### src/rtl/note_entry_if.sv
// Button/note bus between the note entry stage and its neighbours.
// Port summary: btn_up/btn_down/btn_oct are raw buttons into note_entry;
// note/octave/ld_note/busy are the outputs consumed by the note drawer.
interface note_entry_if;
   logic       btn_up;
   logic       btn_down;
   logic       btn_oct;
   logic [3:0] note;
   logic [1:0] octave;
   logic       ld_note;
   logic       busy;

   // note_entry drives the note side and samples the buttons
   modport master (
      input  btn_up,
      input  btn_down,
      input  btn_oct,
      output note,
      output octave,
      output ld_note,
      output busy
   );

   // button source / drawer side
   modport slave (
      output btn_up,
      output btn_down,
      output btn_oct,
      input  note,
      input  octave,
      input  ld_note,
      input  busy
   );
endinterface

### src/rtl/note_entry.sv
// Purpose: sync + debounce three buttons, step note/octave, issue rate-limited ld_note loads.
// Latency: raw edge to ld_note is 4 + DEBOUNCE_CYCLES cycles when idle; first load INIT_HOLDOFF_CYCLES+1 after reset.
// Backpressure: none upstream; changes during hold-off coalesce into one deferred load.
// Ports: clk, reset (async active-high); bus (master): btn_up/btn_down/btn_oct in,
//        note[3:0], octave[1:0], ld_note, busy out.
module note_entry #(
   parameter int DEBOUNCE_CYCLES     = 250000,
   parameter int HOLDOFF_CYCLES      = 1024,
   parameter int INIT_HOLDOFF_CYCLES = 20000
) (
   input  logic          clk,
   input  logic          reset,
   note_entry_if.master  bus
);

   localparam int DB_W   = (DEBOUNCE_CYCLES > 1) ? $clog2(DEBOUNCE_CYCLES) : 1;
   localparam int HO_MAX = (HOLDOFF_CYCLES > INIT_HOLDOFF_CYCLES) ? HOLDOFF_CYCLES
                                                                  : INIT_HOLDOFF_CYCLES;
   localparam int HO_W   = (HO_MAX > 1) ? $clog2(HO_MAX) : 1;

   localparam logic [DB_W-1:0] DB_LAST   = DB_W'(DEBOUNCE_CYCLES - 1);
   localparam logic [HO_W-1:0] INIT_LAST = HO_W'(INIT_HOLDOFF_CYCLES - 1);
   localparam logic [HO_W-1:0] HOLD_LAST = HO_W'(HOLDOFF_CYCLES - 1);

   typedef enum logic [1:0] {
      S_INIT = 2'd0,
      S_IDLE = 2'd1,
      S_HOLD = 2'd2
   } state_t;

   // bit 0 = up, bit 1 = down, bit 2 = oct
   logic [2:0]      raw;
   logic [2:0]      sync1;
   logic [2:0]      sync2;
   logic [2:0]      stable;
   logic [2:0]      stable_d;
   logic [2:0]      press;
   logic [DB_W-1:0] db_cnt [3];

   logic [3:0]      note_w;
   logic [1:0]      oct_w;
   logic [3:0]      note_nx;
   logic [1:0]      oct_nx;
   logic            step;
   logic            pending;

   state_t          state;
   state_t          state_nx;
   logic [HO_W-1:0] ho_cnt;
   logic [HO_W-1:0] ho_cnt_nx;
   logic            load;

   logic [3:0]      note_r;
   logic [1:0]      oct_r;
   logic            ld_r;

   assign raw = {bus.btn_oct, bus.btn_down, bus.btn_up};

   // ---------------- synchroniser + debounce ----------------
   always_ff @(posedge clk or posedge reset) begin
      if (reset) begin
         sync1    <= '0;
         sync2    <= '0;
         stable   <= '0;
         stable_d <= '0;
         for (int i = 0; i < 3; i++) db_cnt[i] <= '0;
      end else begin
         sync1    <= raw;
         sync2    <= sync1;
         stable_d <= stable;
         for (int i = 0; i < 3; i++) begin
            if (sync2[i] == stable[i]) begin
               db_cnt[i] <= '0;
            end else if (db_cnt[i] == DB_LAST) begin
               stable[i] <= sync2[i];
               db_cnt[i] <= '0;
            end else begin
               db_cnt[i] <= db_cnt[i] + 1'b1;
            end
         end
      end
   end

   // release edges are deliberately ignored
   assign press = stable & ~stable_d;

   // ---------------- note / octave stepping ----------------
   always_comb begin
      note_nx = note_w;
      oct_nx  = oct_w;
      step    = 1'b0;
      // simultaneous up and down cancel and record nothing
      if (press[0] && !press[1]) begin
         note_nx = (note_w == 4'd12) ? 4'd1 : note_w + 4'd1;
         step    = 1'b1;
      end else if (press[1] && !press[0]) begin
         note_nx = (note_w == 4'd1) ? 4'd12 : note_w - 4'd1;
         step    = 1'b1;
      end
      if (press[2]) begin
         oct_nx = oct_w + 2'd1;
         step   = 1'b1;
      end
   end

   // ---------------- load-pacing FSM ----------------
   always_comb begin
      state_nx  = state;
      ho_cnt_nx = ho_cnt;
      load      = 1'b0;
      case (state)
         S_INIT: begin
            if (ho_cnt == INIT_LAST) begin
               state_nx  = S_IDLE;
               ho_cnt_nx = '0;
            end else begin
               ho_cnt_nx = ho_cnt + 1'b1;
            end
         end
         S_IDLE: begin
            if (pending) begin
               load      = 1'b1;
               ho_cnt_nx = '0;
               state_nx  = S_HOLD;
            end
         end
         S_HOLD: begin
            if (ho_cnt == HOLD_LAST) begin
               state_nx  = S_IDLE;
               ho_cnt_nx = '0;
            end else begin
               ho_cnt_nx = ho_cnt + 1'b1;
            end
         end
         default: begin
            state_nx  = S_INIT;
            ho_cnt_nx = '0;
         end
      endcase
   end

   always_ff @(posedge clk or posedge reset) begin
      if (reset) begin
         state   <= S_INIT;
         ho_cnt  <= '0;
         note_w  <= 4'd1;
         oct_w   <= 2'd0;
         pending <= 1'b1;
         note_r  <= 4'd1;
         oct_r   <= 2'd0;
         ld_r    <= 1'b0;
      end else begin
         state  <= state_nx;
         ho_cnt <= ho_cnt_nx;
         note_w <= note_nx;
         oct_w  <= oct_nx;
         // ld_note is registered alongside note/octave so the drawer sees
         // the new values in the same cycle as the pulse. A step landing in
         // the load cycle is not part of this load, so it keeps pending set.
         ld_r   <= load;
         if (load) begin
            note_r <= note_w;
            oct_r  <= oct_w;
         end
         if (step)      pending <= 1'b1;
         else if (load) pending <= 1'b0;
      end
   end

   assign bus.note    = note_r;
   assign bus.octave  = oct_r;
   assign bus.ld_note = ld_r;
   assign bus.busy    = (state != S_IDLE);

endmodule
### src/flat_wrapper.sv
// flat-port wrapper written by rule: the top's interface ports become plain ports
module note_entry_flat 
#(
   parameter int DEBOUNCE_CYCLES     = 250000,
   parameter int HOLDOFF_CYCLES      = 1024,
   parameter int INIT_HOLDOFF_CYCLES = 20000
)
  (clk, reset, bus_btn_up, bus_btn_down, bus_btn_oct, bus_note, bus_octave, bus_ld_note, bus_busy);
  note_entry_if bus_i ();
  input  logic clk;
  input  logic reset;
  input wire logic [$bits(bus_i.btn_up)-1:0] bus_btn_up;
  input wire logic [$bits(bus_i.btn_down)-1:0] bus_btn_down;
  input wire logic [$bits(bus_i.btn_oct)-1:0] bus_btn_oct;
  output wire logic [$bits(bus_i.note)-1:0] bus_note;
  output wire logic [$bits(bus_i.octave)-1:0] bus_octave;
  output wire logic [$bits(bus_i.ld_note)-1:0] bus_ld_note;
  output wire logic [$bits(bus_i.busy)-1:0] bus_busy;
  assign bus_i.btn_up = bus_btn_up;
  assign bus_i.btn_down = bus_btn_down;
  assign bus_i.btn_oct = bus_btn_oct;
  assign bus_note = bus_i.note;
  assign bus_octave = bus_i.octave;
  assign bus_ld_note = bus_i.ld_note;
  assign bus_busy = bus_i.busy;
  note_entry #(.DEBOUNCE_CYCLES(DEBOUNCE_CYCLES), .HOLDOFF_CYCLES(HOLDOFF_CYCLES), .INIT_HOLDOFF_CYCLES(INIT_HOLDOFF_CYCLES)) u_core (.clk(clk), .reset(reset), .bus(bus_i));
endmodule
### config.mk
export PLATFORM = sky130hd
export DESIGN_NAME = note_entry_flat
export DESIGN_NICKNAME = d
export VERILOG_FILES = /design/src/rtl/note_entry_if.sv /design/src/rtl/note_entry.sv /design/src/flat_wrapper.sv
export SDC_FILE = /design/constraint.sdc
export NUM_CORES = 1
export LEC_CHECK = 0
export ABC_AREA = 1
export BUFFER_PORTS_ARGS = -buffer_cell sky130_fd_sc_hd__clkbuf_2
export CORE_MARGIN = 3
export CORE_UTILIZATION = 50
export CTS_BUF_LIST = sky130_fd_sc_hd__clkbuf_4
export CTS_CLUSTER_DIAMETER = 150
export DETAILED_ROUTE_END_ITERATION = 16
export PLACE_DENSITY_LB_ADDON = 0.25
export SLEW_MARGIN = 10
export SYNTH_ARGS = -nofsm -noshare
export SYNTH_HDL_FRONTEND = slang
export SYNTH_SLANG_ARGS = --single-unit
### constraint.sdc
create_clock -name clk -period 2.6 [get_ports clk]
set_input_delay 0.13 -clock clk [delete_from_list [all_inputs] [get_ports clk]]
set_output_delay 0.13 -clock clk [all_outputs]
set_load 0.1 [all_outputs]
Word level (Yosys, flattened, before mapping):

Index checks and enable logic that the tools add are counted.

* output and inout bits: 8
* flip-flop bits (word level): 97
* input bits: 5
* word-level logic and storage cells: 81

* reductions and logical operators: 11
* multiplexer cells: 25
* equal/unequal tests: 16
* add/subtract/negate cells: 7
* bitwise gates (word level): 5

Operators by type and width (count)
* $mux W18: 6
* $add A18 B1 Y18 const B: 3
* $eq A18 B18 Y1 const B: 3
* $mux W15: 3
* $pmux W15 S3: 1
* $mux W4: 4
* $add A15 B1 Y15 const B: 1
* $eq A15 B10 Y1 const B: 1
* $eq A15 B15 Y1 const B: 1
* $ne A2 B1 Y1 const B: 4
* $mux W1: 7
* $mux W2: 3
* $pmux W2 S3: 1
* $reduce_and A2 Y1: 3
* $add A4 B1 Y4 const B: 1
* $eq A4 B1 Y1 const B: 1
* $eq A4 B4 Y1 const B: 1
* $reduce_bool A2 Y1: 2
* $sub A4 B1 Y4 const B: 1
* $and A3 B3 Y3: 1
* $eq A1 B1 Y1: 3
* $not A1 Y1: 3
* $not A3 Y3: 1
* $reduce_and A3 Y1: 1
* other kinds (6): 8

Logic depth before layout (Yosys ltp):

Gate-level depths: netlist of the first run.

* depth in word-level cells: 8
* gate-level depth with buffers: 10
* depth with buffers taken out: 10

Least setup slack after synthesis of the first run:

OpenSTA, ideal clock, no wires.

* path type: register to register
* start point: register u_core.state[0]
* end point: register u_core.note_r[3], in the netlist u_core.bus.note[3]
* buffers on the path: 2
* library setup time: 0.129 ns
* arrival: 1.404 ns
* path slack: 1.067 ns
* data required time: 2.471 ns
* cell stages (with the launch flop): 8
* clock period less this slack: 1.533 ns
* cells stage by stage: dfrtp_1 -> buf_4 -> nand2_2 -> nor2_2 -> inv_1 -> buf_2 -> nand2_1 -> o21ai_0

* longest elaborated chain between the ends: 2

Ends and longest elaborated chain
* from (decl): line note_entry.sv:47 `state_t state;`
* from (signal assigned): line note_entry.sv:153 `state <= state_nx;`
* $eq A2 B1 Y1: line note_entry.sv:111 `case (state)`
* $mux W1: line note_entry.sv:111
* named net u_core.load: line note_entry.sv:51 `logic load;`
* to (signal assigned): line note_entry.sv:162 `note_r <= note_w;`
* to (decl): line note_entry.sv:53 `logic [3:0] note_r;`

The timed path passes the listed nets, and every way through them passes these cells.
A chain may end at the register's enable or synchronous reset.

Worst setup path after layout of the first run:

* start point: register u_core.db_cnt[36] (netlist bit)
* end point: register u_core.db_cnt[53] (netlist bit)

* longest elaborated chain between the ends: 3
* elaborated cells between the ends (all ways): 4
* classes of those cells: add/sub (1); eq/ne (1); mux (2)

Ends and longest elaborated chain
* from (decl): line note_entry.sv:38 `logic [DB_W-1:0] db_cnt [3];`
* from (signal, indexed assignment): line note_entry.sv:78 `db_cnt[i] <= db_cnt[i] + 1'b1;`
* $add A18 B1 Y18 / $eq A18 B18 Y1 (equally long branches): line note_entry.sv:78, note_entry.sv:74
* $mux W18 (*): line note_entry.sv:74 `end else if (db_cnt[i] == DB_LAST) begin`
* $mux W18 (*): line note_entry.sv:72 `if (sync2[i] == stable[i]) begin`

Mark *: on every way between the ends. The rest lies on a longest branch, timed or not.

==> results of run 1 <==
[cells in the mapped netlist (6+ instances only)]
| cell type | count |
|---|---|
| a21oi_1 | 14 |
| dfrtp_1 | 94 |
| ha_1 | 8 |
| inv_1 | 85 |
| nand2_1 | 172 |
| nand2_2 | 9 |
| nand3_1 | 48 |
| nand4_1 | 7 |
| nor2_1 | 124 |
| nor2_2 | 10 |
| nor3_1 | 21 |
| nor3b_1 | 6 |
| o21ai_0 | 14 |
| xnor2_1 | 6 |
| xor2_1 | 21 |
[sequential cells by signal, summed over array words and instances (netlist names), 2 cells and up]
name	count
u_core.note_w	4
u_core.db_cnt	54
u_core.state	2
u_core.ho_cnt	15
u_core.oct_w	2
u_core.stable_d	3
u_core.sync2	3
u_core.bus.note	4
u_core.stable	3
u_core.sync1	3
u_core.bus.octave	2
[through the flow]
step / hold WS [ns] / area [µm²]
3_5_place_dp: 0.242 / 5480
2_1_floorplan: 0.161 / 5240
4_1_cts: 0.305 / 5680
5_1_grt: 0.309 / 5680
6_report: 0.338 / 5680
3_3_place_gp: 0.242 / 5480
[placed cells by master, fill, tap and decap left out, types with 10 or more instances in the layout]
| master | netlist | routed |
|---|---|---|
| nand3_1 | 48 | 48 |
| inv_1 | 85 | 84 |
| o21ai_0 | 14 | 14 |
| nor2_1 | 124 | 124 |
| xor2_1 | 21 | 21 |
| nor2_2 | 10 | 10 |
| clkbuf_2 | 0 | 12 |
| a21oi_1 | 14 | 14 |
| dfrtp_1 | 94 | 94 |
| nor3_1 | 21 | 21 |
| clkbuf_4 | 0 | 11 |
| nand2_1 | 172 | 172 |
[layout make-up]
class | count | area (µm²) | area share
Multi-Input combinational cell | 495 | 2430 | 0.429
Inverter | 90 | 342 | 0.0602
Timing Repair Buffer | 20 | 143 | 0.0251
Clock buffer | 11 | 82.6 | 0.0145
Sequential cell | 97 | 2430 | 0.428
Clock inverter | 5 | 80.1 | 0.0141
Tap cell | 133 | 166 | 0.0293
[cell families (layout without fill, tap and decap cells)]
group                      after synthesis  after routing  share of synthesized area
xor gates and xnor gates                28             28                     0.0483
adders and majority gates                8              8                     0.0191
buffers and inverters                   96            126                     0.0710
DFF                                     97             97                      0.464
AOI/OAI and AO/OA                       44             44                     0.0483
and+or+nand+nor                        415            415                      0.349
[power groups by stage]
stage / Combinational (mW) / Clock, mW / Sequential, mW
after floorplan: 0.0581 / 0 / 1.56
after global placement: 0.0812 / 0 / 1.57
after detailed placement: 0.0845 / 0 / 1.57
after CTS: 0.0894 / 0.927 / 1.54
after global routing: 0.100 / 0.989 / 1.54
final: 0.0851 / 0.886 / 1.54
[path summary, 6_finish.rpt]
check                                            startpoint                            to  slack, ns  cells after the start
max in group asynchronous                             reset    u_core.pending$_DFFE_PP1P_       1.84                      4
worst max-delay path            u_core.db_cnt[36]$_DFF_PP0_   u_core.db_cnt[53]$_DFF_PP0_       0.81                     10
worst min register to register    u_core.sync1[0]$_DFF_PP0_     u_core.sync2[0]$_DFF_PP0_       0.36                      0
worst max register to register  u_core.db_cnt[36]$_DFF_PP0_   u_core.db_cnt[53]$_DFF_PP0_       0.81                     10
worst min-delay path                                  reset  u_core.stable_d[0]$_DFF_PP0_       0.34                      4
min in group clk                                bus_btn_oct     u_core.sync1[2]$_DFF_PP0_       0.34                      2
[layer usage]
metal,up-vias,global-route usage,share of wire,wire (µm)
li1,2204,-,-,-
met1,1984,0.234,0.47,4650
met2,84,0.324,0.49,4820
met3,12,0.0299,0.031,305
met4,0,0.0550,0.014,136
met5,-,0,0,0
[tightest hold or removal path: stages]
cell and delay (ns):
dlygate4sd3_1 0.53, clkbuf_2 0.12, clkinvlp_4 0.07, buf_12 0.39
==> metrics.log, run 1 <==
INFO  metric run_status = finished, final reports clean
INFO  metric grt_usage = 0.184
INFO  metric ys_seq_area_frac = 0.464
INFO  metric post-dp-hpwl = 7360 µm
INFO  metric core_area = 9950 µm²
INFO  metric finish.cell_count_without_fillers = 851
INFO  metric p_leak = 2.58 nW
INFO  metric fin_tns_setup = 0 ns
INFO  metric critPathArrivalTime = 2.12 ns
INFO  metric count_of_hold_fix_buffers_inserted_at_cts = 4
INFO  metric post_cts_buffers = 0
INFO  metric synth.cell_area = 5240 µm²
INFO  metric gp_congestion = 0.888
INFO  metric synth.area.top_cells = dfrtp_1 45%, nand2_1 12%, nor2_1 8.9%
INFO  metric synthArstFlopShare = 1.00
INFO  metric power_switching_share = 0.218
INFO  metric grt_pass1_vias = 4207
INFO  metric required_time_of_the_critical_path = 2.93 ns
INFO  metric combinationalPowerShare = 0.034
INFO  metric routed-via-count = 4284
INFO  metric synth.yosys.warnings = 0
INFO  metric filler_cell_count = 926
INFO  metric slew_headroom = 0.639
INFO  metric antenna_violating_nets_post_route = 0
INFO  metric std_cell_rows = 36
INFO  metric synth_flop_cell = dfrtp_1
INFO  metric fin_max_slew_vios = 0
INFO  metric worstPathCellList = ha_1 -> nand3_2 -> inv_2 -> nand2_1 -> nor2_1 -> nand2_1 -> nand2_1 -> inv_1 -> nand2_1 -> nor2_1
INFO  metric timing.fmax = 0.559 GHz
INFO  metric floorplan.initialDensity = 0.526
INFO  metric route.final.wire_length = 9920 µm
INFO  metric detail_route.vias_per_cell = 5.03
INFO  metric first_pass_grt_wire_length = 17700 µm
INFO  metric worst-slew-pin-transition = 0.544 ns
INFO  metric ctsHtreeMaxLevel = 3
INFO  metric die_height = 108 µm
INFO  metric wire_per_inst = 11.7 µm
INFO  metric timing.critical_path.mode_cell = nand2_1
INFO  metric unique_cell_type_count_in_the_yosys_netlist = 38
INFO  metric total_power = 2.51 mW
INFO  metric detailedRoute.firstPassIterationCount = 5
INFO  metric layout.nets = 726
INFO  metric syn_inst = 688
INFO  metric critical_setup_path_class = reg2reg
INFO  metric switch_pwr = 548 µW
INFO  metric power_density_over_the_cells = 442 nW/µm²
INFO  metric synth_area_per_cell = 7.61 µm²
INFO  metric critPathTopFamily = simple AND/OR/NAND/NOR gates
INFO  metric synthDominantAreaCellType = dfrtp_1
INFO  metric die_width = 108 µm
INFO  metric worst_path_largest_cell_delay = 0.43 ns
INFO  metric max-clock-path-buffers = 2
INFO  metric setup.worst_path.end_class = register
INFO  metric dieArea = 11700 µm²
INFO  metric finalCritPeriodShare = 0.688
INFO  metric setup_viol_count_final = 0
INFO  metric grt_overflow_total = 0
INFO  metric power.ir.vdd_worst = 0.264 mV
INFO  metric area_growth = 8.43%
INFO  metric post_cts_resized = 0
INFO  metric tritoncts = yes
INFO  metric antennaDiodeCount = 0
INFO  metric crit_start_category = register
INFO  metric first_iter_violations = 269
INFO  metric pre_cts_slack = 0.799 ns
INFO  metric fin_skew = 0.0194 ns
INFO  metric power.sequential.fraction = 0.613
INFO  metric post_synth_edffs = 0
INFO  metric layout_min_cycle_time = 1.79 ns
INFO  metric design.portCount = 13
INFO  metric final_core_util = 0.570
INFO  metric timing.final.ws_setup = 0.810 ns
INFO  metric maxCapViolCount = 0
INFO  metric path_clk_slew = 0.15 ns
INFO  metric clockRootBuffer = clkbuf_4
INFO  metric netlist.area_leader.share = 0.449
INFO  metric crit_buf_inv = 2
INFO  metric grt_antenna_before_repair = 0
INFO  metric clock_latency = 0.44 ns
INFO  metric rsz0062_at_grt = false
INFO  metric postSynthNetCount = 701
INFO  metric crit_fanout = 11
INFO  metric power.internal = 1.96 mW
INFO  metric tritoncts_num_sinks = 97
INFO  metric total_clock_buffers_created_by_cts = 9
INFO  metric clockPowerShare = 0.353
INFO  metric postSynthRegisterBits = 97
INFO  metric grt_start_max_net_pins = 98
INFO  metric cpMaxStageDelayCell = dfrtp_1
INFO  metric post_route_cells_drive_above_1_share = 0.102
INFO  metric drcViolationCount = 0
INFO  metric finalHoldViolCount = 0
INFO  metric worstHoldPathType = in2async
INFO  metric dpl.cell_count = 831
INFO  metric port-buffer-count = 12
No activity file was read; power rests on OpenSTA's default activity.
==> run 2, diff against run 1 <==
==> constraint.sdc (replaced) <==
create_clock -name clk -period 1.6 [get_ports clk]
set_input_delay 0.08 -clock clk [delete_from_list [all_inputs] [get_ports clk]]
set_output_delay 0.08 -clock clk [all_outputs]
set_load 0.1 [all_outputs]
==> run 2 against run 1 <==
Largest power group unchanged. Utilization increased by 2.6 points. Critical endpoint is now bus_note[0]. Clock skew is 0.00081 ns lower. Total power up 64%. First-iteration DRC count shrank 7.1%. Critical path type is now reg2out.
==> metrics.log, run 2 (synthesis results as in run 1) <==
INFO  metric grt_pass1_vias = 4175
INFO  metric path_clk_slew = 0.16 ns
INFO  metric pre_cts_slack = 0.0458 ns
INFO  metric antennaDiodeCount = 0
INFO  metric drcViolationCount = 0
INFO  metric grt_usage = 0.193
INFO  metric tritoncts_num_sinks = 97
INFO  metric fin_tns_setup = 0 ns
INFO  metric crit_fanout = 2
INFO  metric filler_cell_count = 885
INFO  metric post-dp-hpwl = 7650 µm
INFO  metric timing.final.ws_setup = 0.0680 ns
INFO  metric ctsHtreeMaxLevel = 3
INFO  metric top_register = u_core.db_cnt
INFO  metric first_iter_violations = 250
INFO  metric tritoncts = yes
INFO  metric worst_path_largest_cell_delay = 0.56 ns
INFO  metric first_pass_grt_wire_length = 18200 µm
INFO  metric fin_skew = 0.0186 ns
INFO  metric layout.nets = 751
INFO  metric crit_buf_inv = 1
INFO  metric timing.fmax = 0.653 GHz
INFO  metric gp_congestion = 0.910
INFO  metric critical_setup_path_class = reg2out
INFO  metric route.final.wire_length = 10600 µm
INFO  metric route.top_layer_used = met4
INFO  metric die_width = 108 µm
INFO  metric slew_headroom = 0.631
INFO  metric layout_min_cycle_time = 1.53 ns
INFO  metric grt_start_max_net_pins = 41
INFO  metric design.portCount = 13
INFO  metric wl_met3 = 384 µm
INFO  metric cpMaxStageDelayCell = dfstp_2
INFO  metric finalCritPeriodShare = 0.958
INFO  metric clockRootBuffer = clkbuf_4
INFO  metric core_area = 9950 µm²
INFO  metric required_time_of_the_critical_path = 1.52 ns
INFO  metric run_status = finished, final reports clean
INFO  metric port-buffer-count = 12
INFO  metric crit_start_category = register
INFO  metric wl_met1 = 4960 µm
INFO  metric die_height = 108 µm
INFO  metric dpl.cell_count = 846
INFO  metric total_clock_buffers_created_by_cts = 9
INFO  metric total_power = 4.11 mW
INFO  metric post_route_cells_drive_above_1_share = 0.151
INFO  metric layout_commonest_cell = nand2_1
INFO  metric critPathArrivalTime = 1.45 ns
INFO  metric detailroute.wirelength.met2 = 5050 µm
INFO  metric area_growth = 13.4%
INFO  metric largest_registers = u_core.db_cnt: 54 flops, u_core.ho_cnt: 15 flops
INFO  metric worstPathCellList = buf_2
INFO  metric worst-slew-pin-transition = 0.556 ns
INFO  metric routed-via-count = 4390
INFO  metric detail_route.vias_per_cell = 5.01
INFO  metric clock_latency = 0.48 ns
INFO  metric worstHoldPathType = in2async
INFO  metric floorplan.initialDensity = 0.526
INFO  metric worst_hold_margin = 0.0831 ns
INFO  metric grt_antenna_before_repair = 0
INFO  metric max-clock-path-buffers = 2
INFO  metric largest_register_ffs = 54
INFO  metric dieArea = 11700 µm²
INFO  metric fin_area = 5940 µm²
INFO  metric finalHoldViolCount = 0
INFO  metric maxCapViolCount = 0
INFO  metric most-common-layout-cells = 169 x nand2_1, 119 x nor2_1, 94 x dfrtp_1
INFO  metric setup_viol_count_final = 0
INFO  metric setup.worst_path.end_class = output pin
INFO  metric power_density_over_the_cells = 693 nW/µm²
INFO  metric p_leak = 2.70 nW
INFO  metric std_cell_rows = 36
INFO  metric finish.cell_count_without_fillers = 876
INFO  metric power.ir.vdd_worst = 0.438 mV
INFO  metric antenna_violating_nets_post_route = 0
INFO  metric wire_per_inst = 12.0 µm
INFO  metric final_core_util = 0.596
INFO  metric fin_max_slew_vios = 0
INFO  metric grt_overflow_total = 0
INFO  metric place_area = 5600 µm²
INFO  metric detailedRoute.firstPassIterationCount = 4
INFO  metric critPathTopFamily = flip-flops
[run 2: changes by cell type in the layout (fill, tap and decap cells not counted), moves of 2 or more]
cell	delta
clkbuf_2	-2
buf_4	+24
nand2_2	+2
inv_6	+3
nor2_4	+2
ha_1	-4
ha_2	+3
nand2_1	-3
nor2_1	-5
nor2_2	+3
[run 2: path summary, 6_finish.rpt]
kind,start,end,slack (ns),cells after the start
max,u_core.bus.note[0]$_DFFE_PP1P_,bus_note[0],0.07,1
min,reset,u_core.db_cnt[45]$_DFF_PP0_,0.08,3
max reg2reg,u_core.db_cnt[36]$_DFF_PP0_,u_core.db_cnt[50]$_DFF_PP0_,0.09,10
min reg2reg,u_core.sync1[0]$_DFF_PP0_,u_core.sync2[0]$_DFF_PP0_,0.37,0
max in group asynchronous,reset,u_core.bus.note[0]$_DFFE_PP1P_,0.94,4
min in group clk,bus_btn_oct,u_core.sync1[2]$_DFF_PP0_,0.23,2
[run 2: cell type report]
cell class | instances | area (µm²) | share of cell area
multi-input cells | 495 | 2500 | 0.421
clock inverters | 7 | 83.8 | 0.0141
well taps | 133 | 166 | 0.0280
clock buffers | 9 | 67.6 | 0.0114
flip-flops and latches | 97 | 2430 | 0.409
inverters | 90 | 342 | 0.0575
repair buffers | 45 | 345 | 0.0582
[run 2: report_power, final]
| part | switching, mW | internal, mW | leakage (nW) |
|---|---|---|---|
| sequential | 0.0196 | 2.48 | 1.31 |
| combinational | 0.110 | 0.0761 | 1.31 |
| clock | 0.921 | 0.507 | 0.0794 |
| total | 1.05 | 3.06 | 2.70 |
[run 2: repair_timing]
item | CTS | global route
endpoints found under the setup margin | 2 | 35
buffers inserted | 1 | 9
endpoints found under the hold margin | 97 | 0
hold buffers | 4 | 0
gates resized for setup | 1 | 20
pin swaps | 0 | 3
[run 2: worst reg2reg max path, stage by stage, from the launching register on]
cell and delay (ns):
dfrtp_1 0.40, ha_2 0.21, nand3_2 0.09, buf_4 0.17, nor2_4 0.11, nand2_2 0.08, inv_2 0.07, nand3_1 0.10
nand2_1 0.08, nand2_1 0.05, nor2_1 0.08
[run 2: routing by layer]
| layer | track usage | up-vias |
|---|---|---|
| li1 | - | 2263 |
| met1 | 0.259 | 2032 |
| met2 | 0.316 | 81 |
| met3 | 0.0334 | 14 |
| met4 | 0.0712 | 0 |
| met5 | 0 | - |
